[src/rtl/video_frame_sanitizer.sv]
// Frame sanitizer: locks onto SOF, enforces H_ACTIVE x V_ACTIVE geometry, pads/truncates lines and frames.
// Optional statistics counters are enabled by defining VFS_STATS_EN.
module video_frame_sanitizer #(
    parameter int                  D_WIDTH   = 8,
    parameter int                  H_ACTIVE  = 640,
    parameter int                  V_ACTIVE  = 480,
    parameter logic [D_WIDTH-1:0]  PAD_VALUE = '0
) (
    input  logic               clk,
    input  logic               rst,
    input  logic [D_WIDTH-1:0] up_data,
    input  logic               up_tlast,
    input  logic               up_tuser,
    input  logic               up_tvalid,
    output logic               up_tready,
    output logic [D_WIDTH-1:0] down_data,
    output logic               down_tlast,
    output logic               down_tuser,
    output logic               down_tvalid,
    input  logic               down_tready
`ifdef VFS_STATS_EN
    ,
    output logic [15:0]        stat_frames,
    output logic [15:0]        stat_short_lines,
    output logic [15:0]        stat_long_lines,
    output logic [15:0]        stat_short_frames,
    output logic [15:0]        stat_dropped
`endif
);

    localparam int XW = (H_ACTIVE > 1) ? $clog2(H_ACTIVE) : 1;
    localparam int YW = (V_ACTIVE > 1) ? $clog2(V_ACTIVE) : 1;
    localparam logic [XW-1:0] X_LAST = XW'(H_ACTIVE - 1);
    localparam logic [YW-1:0] Y_LAST = YW'(V_ACTIVE - 1);

    localparam logic [2:0] S_WAIT_SOF  = 3'd0;
    localparam logic [2:0] S_PASS      = 3'd1;
    localparam logic [2:0] S_PAD_LINE  = 3'd2;
    localparam logic [2:0] S_DROP_LINE = 3'd3;
    localparam logic [2:0] S_PAD_FRAME = 3'd4;

    logic [2:0]         state_q, state_d;
    logic [XW-1:0]      x_q, x_d;
    logic [YW-1:0]      y_q, y_d;
    logic [D_WIDTH-1:0] data_q;
    logic               tlast_q, tuser_q, tvalid_q;

    logic               adv;
    logic               last_x, last_y, origin;
    logic               emit;
    logic [D_WIDTH-1:0] emit_data;

    assign adv    = !tvalid_q || down_tready;
    assign last_x = (x_q == X_LAST);
    assign last_y = (y_q == Y_LAST);
    assign origin = (x_q == '0) && (y_q == '0);

    always_comb begin
        state_d   = state_q;
        x_d       = x_q;
        y_d       = y_q;
        up_tready = 1'b0;
        emit      = 1'b0;
        emit_data = PAD_VALUE;
        case (state_q)
            S_WAIT_SOF: begin
                // An SOF beat is left on the bus so PASS can take it as pixel (0,0).
                up_tready = !up_tuser;
                if (up_tvalid && up_tuser) begin
                    state_d = S_PASS;
                    x_d     = '0;
                    y_d     = '0;
                end
            end
            S_PASS: begin
                up_tready = adv && !(up_tuser && !origin);
                if (up_tvalid && up_tuser && !origin) begin
                    state_d = S_PAD_FRAME;
                end else if (up_tvalid && adv) begin
                    emit      = 1'b1;
                    emit_data = up_data;
                    if (last_x && last_y)
                        state_d = S_WAIT_SOF;
                    else if (last_x && !up_tlast)
                        state_d = S_DROP_LINE;
                    else if (!last_x && up_tlast)
                        state_d = S_PAD_LINE;
                end
            end
            S_PAD_LINE: begin
                if (adv) begin
                    emit = 1'b1;
                    if (last_x)
                        state_d = last_y ? S_WAIT_SOF : S_PASS;
                end
            end
            S_DROP_LINE: begin
                up_tready = !up_tuser;
                if (up_tvalid) begin
                    if (up_tuser)
                        state_d = S_PAD_FRAME;
                    else if (up_tlast)
                        state_d = S_PASS;
                end
            end
            S_PAD_FRAME: begin
                if (adv) begin
                    emit = 1'b1;
                    if (last_x && last_y)
                        state_d = S_PASS;
                end
            end
            default: state_d = S_WAIT_SOF;
        endcase

        if (emit) begin
            if (last_x) begin
                x_d = '0;
                y_d = last_y ? '0 : y_q + YW'(1);
            end else begin
                x_d = x_q + XW'(1);
            end
        end
    end

    always_ff @(posedge clk) begin
        if (rst) begin
            state_q  <= S_WAIT_SOF;
            x_q      <= '0;
            y_q      <= '0;
            tvalid_q <= 1'b0;
            tlast_q  <= 1'b0;
            tuser_q  <= 1'b0;
            data_q   <= '0;
        end else begin
            state_q <= state_d;
            x_q     <= x_d;
            y_q     <= y_d;
            if (adv) begin
                tvalid_q <= emit;
                if (emit) begin
                    data_q  <= emit_data;
                    tlast_q <= last_x;
                    tuser_q <= origin;
                end
            end
        end
    end

    assign down_data   = data_q;
    assign down_tlast  = tlast_q;
    assign down_tuser  = tuser_q;
    assign down_tvalid = tvalid_q;

`ifdef VFS_STATS_EN
    logic [15:0] frames_q, short_lines_q, long_lines_q, short_frames_q, dropped_q;
    logic        enter_pad_line, enter_drop_line, enter_pad_frame, dropped_beat;

    function automatic logic [15:0] sat_inc(input logic [15:0] v, input logic en);
        return (en && (v != 16'hFFFF)) ? v + 16'd1 : v;
    endfunction

    assign enter_pad_line  = (state_q != S_PAD_LINE)  && (state_d == S_PAD_LINE);
    assign enter_drop_line = (state_q != S_DROP_LINE) && (state_d == S_DROP_LINE);
    assign enter_pad_frame = (state_q != S_PAD_FRAME) && (state_d == S_PAD_FRAME);
    assign dropped_beat    = up_tvalid && up_tready &&
                             ((state_q == S_WAIT_SOF) || (state_q == S_DROP_LINE));

    always_ff @(posedge clk) begin
        if (rst) begin
            frames_q       <= '0;
            short_lines_q  <= '0;
            long_lines_q   <= '0;
            short_frames_q <= '0;
            dropped_q      <= '0;
        end else begin
            frames_q       <= sat_inc(frames_q, emit && origin);
            short_lines_q  <= sat_inc(short_lines_q, enter_pad_line);
            long_lines_q   <= sat_inc(long_lines_q, enter_drop_line);
            short_frames_q <= sat_inc(short_frames_q, enter_pad_frame);
            dropped_q      <= sat_inc(dropped_q, dropped_beat);
        end
    end

    assign stat_frames       = frames_q;
    assign stat_short_lines  = short_lines_q;
    assign stat_long_lines   = long_lines_q;
    assign stat_short_frames = short_frames_q;
    assign stat_dropped      = dropped_q;
`endif

endmodule

[config.mk]
export PLATFORM = sky130hd
export DESIGN_NAME = video_frame_sanitizer
export DESIGN_NICKNAME = d
export VERILOG_FILES = /design/src/rtl/video_frame_sanitizer.sv
export SDC_FILE = /design/constraint.sdc
export NUM_CORES = 1
export LEC_CHECK = 0
export BUFFER_PORTS_ARGS = -buffer_cell sky130_fd_sc_hd__buf_2
export CAP_MARGIN = 20
export CORE_ASPECT_RATIO = 1.4
export CORE_MARGIN = 2
export CORE_UTILIZATION = 62
export CTS_CLUSTER_SIZE = 25
export DETAILED_ROUTE_END_ITERATION = 16
export HOLD_SLACK_MARGIN = 0.03
export PLACE_DENSITY = 0.9
export SYNTH_ARGS = -nofsm -noshare
export SYNTH_HDL_FRONTEND = slang
export SYNTH_SLANG_ARGS = --single-unit
[constraint.sdc]
create_clock -name clk -period 3.8 [get_ports clk]
set_input_delay 0.38 -clock clk [delete_from_list [all_inputs] [get_ports clk]]
set_output_delay 0.38 -clock clk [all_outputs]
set_load 0.05 [all_outputs]
# Word level (Yosys, flattened, before mapping)
# Cells that the tools add are included.
[word_totals]
mem_bits_ro = 0
mem_bits_rw = 0
inputBits = 14
latch_bits = 0
mem_count = 0
regBits = 33
[classes]
muxes = 32
addsub = 2
n_div = 0
multipliers = 0
n_reduce_logical = 26
n_shift = 0
n_bitwise = 0
eq_ne = 15
order_cmp = 0
[ops]
columns = ["operator", "count"]
rows = [
  ["$mux W9", 5],
  ["$mux W10", 4],
  ["$mux W3", 13],
  ["$mux W8", 3],
  ["$pmux W3 S5", 1],
  ["$ne A2 B2 Y1 const B", 6],
  ["$add A10 B1 Y10 const B", 1],
  ["$eq A10 B10 Y1 const B", 1],
  ["$logic_not A10 Y1", 1],
  ["$add A9 B1 Y9 const B", 1],
  ["$eq A9 B9 Y1 const B", 1],
  ["$logic_and A1 B1 Y1", 9],
  ["$logic_not A9 Y1", 1],
  ["$reduce_and A9 Y1", 1],
  ["$eq A3 B2 Y1 const B", 2],
  ["$logic_not A1 Y1", 6],
  ["$ne A3 B3 Y1 const B", 2],
  ["$ne A5 B5 Y1 const B", 1],
  ["$mux W1", 4],
  ["$pmux W1 S2", 2],
  ["$reduce_and A2 Y1", 2],
  ["$reduce_bool A2 Y1", 2],
  ["$reduce_or A2 Y1", 2],
  ["$eq A3 B1 Y1 const B", 1],
  ["3 further kinds", 3],
]

# Logic depth before layout (Yosys ltp)
[logic_depth]
word_depth = 9
depth_mapped = 10
mapped_depth_nobuf = 9

# Least setup slack after synthesis
# No wires, ideal clock.
[synth_timing]
path_kind = "register to output"
startpoint = "register y_q[0]"
endpoint = "output up_tready"
n_path_buf = 1
arrival_ps = 2043
stages_incl_launch_ff = 10
setup_slack_ps = 1377
path_cell_list = "dfxtp_1 > inv_1 > ha_1 > nor4b_2 > and4_1 > buf_4 > nand2_1 > nor3_1 > o21ai_0 > a21oi_1"
[synth_via]
elab_chain_len = 7
[synth_lines]
columns = ["element", "line_no", "rtl"]
rows = [
  ["start: declaration", "44", "logic [YW-1:0] y_q, y_d;"],
  ["start signal: assignment", "138", "y_q <= y_d;"],
  ["$logic_not A9 Y1", "56", "assign origin = (x_q == '0) && (y_q == '0);"],
  ["$logic_and A1 B1 Y1", "56", ""],
  ["$logic_not A1 Y1", "76", "up_tready = adv && !(up_tuser && !origin);"],
  ["$logic_and A1 B1 Y1", "76", ""],
  ["$logic_not A1 Y1", "76", ""],
  ["$logic_and A1 B1 Y1", "76", ""],
  ["$pmux W1 S2", "65", "case (state_q)"],
  ["end: declaration", "15", "output logic up_tready,"],
]
# Every way passes these cells.

# Worst setup path in the final report
# Ends and elaborated chain as after synthesis.

==> reports/results.txt <==
Critical path launch point: y_q[0]
Filler cells: 242
Std-Cell Rows: 24
WHS Endpoint: down_data[3]
Layout cells sized above 1: 0.166
Overflow after GRT: 0
Crit Reg-Reg Startpoint: x_q[0]
Die area: 3670 µm²
Maximum vdd drop: 0.413 mV
Fraction of registers with async set/reset: 0
Min-Delay Path Depth: 3
Final setup TNS: 0 ns
Vias in the first global route: 1,927
Max cap viols: 0
Final Cycle Share: 0.707
Worst hold path startpoint: up_data[3]
Clock root cell: clkbuf_8
Layout Nets: 289
Synthesized area: 1980 µm²
Post-Syn Instances: 249
Slew Limit Fails: 0
CP Capture Type: primary output
Clock Path Buffers: 2
Post-CTS Setup Bufs: 0
Sinks on Clock Net: 33
Kind of critical path: reg -> out
CP required: 3.42 ns
EDFF count, synth: 0
Logic pwr share: 0.360
Worst-path maximum fanout: 5
Final setup fails: 0
Clock Power Share: 0.293
M2 GR Usage: 0.517
Antenna Nets Post-Route: 0
Fin crit period: 2.69 ns
Critical Path AT: 2.31 ns
FF+latch count, synth: 33
GRT Overall Usage: 0.310
# IOs: 26
Syn Nets: 268
Sequential share of power: 0.347
Inserted Clock Buffers: 5
Via density: 6.68
CTS tree: done
Status: finished clean
Largest area contributor in the netlist: dfxtp_1
Slew headroom: 0.532
Routability cong.: 0.962
Die width: 51.8 µm
Reg2reg setup slack: 1.32 ns
P_leak: 0.805 nW
Final core occ: 0.718
Core Area: 3090 µm²
Count of cell types in the netlist: 59
NetSw: 0.473 mW
Worst Max-Slew Pin Slew: 0.697 ns
Post-CTS Hold Buffers: 0
DP Wirelength: 3560 µm
Storage cell area: 661 µm²
Syn avg cell area: 7.95 µm²
Ant. Diodes: 0
1st-iter DRT viols: 112
Resized cells post-CTS: 0
H-tree Lvls: 2
R2r endpoint: state_q[0]
DR WL/cell: 16.6 µm
Initial Util: 0.640
Global-route wire length before repair: 8670 µm
Final wirelength: 5140 µm
Final Skew: 0.00816 ns
1st-pass router iterations: 5
Internal power: 0.718 mW
Largest cells by area after synthesis: dfxtp_1 33%, nor2_1 5.5%, nand3_1 5.3%
Hold WC Path Type: in -> reg
Synth warnings: 0
GR Layer Usage met3: 0.0422
Post-synthesis sequential area ratio: 0.334
Worst-path clk slew: 0.07 ns
Initial antenna violation count: 0
GR peak layer: met2
DIE HEIGHT: 70.9 µm
GR Util met1: 0.380
Reg2Reg Depth: 9
DR vias: 2,072
Most used DFF post-synth: dfxtp_1
Maximum clock rate: 0.372 GHz
Clock latency reported for the late side of the worst-skew pair: 0.29 ns
# port buffers: 25
CP startpoint kind: register
Area grow syn2layout: 12.1%
Share of the synthesized area in the top cell type: 0.334
Largest net degree at the start of global routing: 35
RSZ-0062 raised after global routing: false
Pwr/cell area: 537 nW/µm²
Multi-input gate area: 1230 µm²
Hold Fails Final Rpt: 0
DRC Markers: 0
Sw Ratio: 0.397
[per-layer routing]
| metal | part of all wire | routed length [µm] | vias up |
|---|---|---|---|
| met5 | 0 | 0 | - |
| met4 | 0.025 | 127 | 0 |
| met3 | 0.068 | 348 | 14 |
| met2 | 0.52 | 2650 | 108 |
| met1 | 0.39 | 2020 | 962 |
| li1 | - | - | 988 |
[per-stage QoR]
step           cells  power, mW  area, µm²  worst slack [ns]  hold slack [ns]
2_1_floorplan    249      0.753       1980              1.38            0.469
3_3_place_gp     302      0.830       2100              1.43            0.464
3_5_place_dp     302      0.839       2100              1.38            0.476
4_1_cts          310       1.19       2220              1.11            0.327
5_1_grt          310       1.25       2220             0.920            0.345
6_report         310       1.19       2220              1.11            0.322
[cell usage after synthesis, drive strengths merged (2+ instances only)]
| master | count |
|---|---|
| dfxtp | 33 |
| nor2 | 30 |
| nand3 | 22 |
| nand2 | 19 |
| a21oi | 17 |
| o21ai | 16 |
| inv | 9 |
| a22oi | 8 |
| a31oi | 8 |
| clkbuf | 6 |
| nor4 | 6 |
| buf | 5 |
| ha | 5 |
| nor3 | 5 |
| nor3b | 5 |
| nand2b | 4 |
| nand3b | 4 |
| a211oi | 3 |
| and3 | 3 |
| and4 | 3 |
| nand4 | 3 |
| a311oi | 2 |
| a41oi | 2 |
| and2 | 2 |
| nand4b | 2 |
| nor2b | 2 |
| nor4b | 2 |
| o211ai | 2 |
| o311ai | 2 |
| or3 | 2 |
| or4 | 2 |
[layout make-up]
type | instances | area share
multi-input cells | 195 | 0.555
clock inverters | 1 | 0.0135
repair buffers | 25 | 0.0564
well taps | 39 | 0.0220
inverters | 10 | 0.0169
flip-flops and latches | 33 | 0.298
clock buffers | 7 | 0.0389
[registers in the layout, summed over array words and instances (netlist names)]
name,flops
x_q,10
down_data,8
down_tuser,1
down_tlast,1
down_tvalid,1
state_q,3
y_q,9
[cell usage in the layout, fill, tap and decap left out, types with 3 or more instances in the layout]
master and count:
nand3b_1 4, buf_2 25, a31oi_1 8, and3_1 3, dfxtp_1 33, inv_1 8
nand2b_1 4, nand2_1 19, nand3_1 21, ha_1 5, a22oi_1 8, nor3b_1 4
clkbuf_8 6, nor2_1 29, nor4_1 5, nor3_1 5, a21oi_1 16, o21ai_0 14
[power by group through the flow]
stage               logic [mW]  registers, mW  clock network [mW]
floorplan                0.261          0.492                   0
global placement         0.411          0.419                   0
detailed placement       0.420          0.420                   0
CTS                      0.425          0.413               0.349
global route             0.465          0.420               0.361
finish                   0.429          0.414               0.349
[logic make-up after synthesis]
kind of cell    Yosys count  share of synthesized area
simple gates            118                      0.342
compound gates           71                      0.243
flops                    33                      0.334
buf+inv                  21                     0.0448
fa+ha+maj                 5                     0.0316
mux                       1                    0.00505
[worst max-delay path by stage]
stage,end,cells after the start,slack [ns]
finish,up_tready,9,1.11
global route,up_tready,9,0.92
CTS,up_tready,9,1.11
detailed placement,state_q[1],7,1.38
global placement,state_q[0],9,1.43
floorplan,up_tready,9,1.38
[worst max-delay path: stages (launching register included)]
cell and delay [ns]:
dfxtp_1 0.34, inv_1 0.08, ha_1 0.15, nor4b_2 0.23, and4_1 0.38, nand2_1 0.16
nor3_1 0.16, o21ai_0 0.09, a21oi_1 0.13, buf_2 0.27
Note: power is estimated with default switching activity, not from simulation.
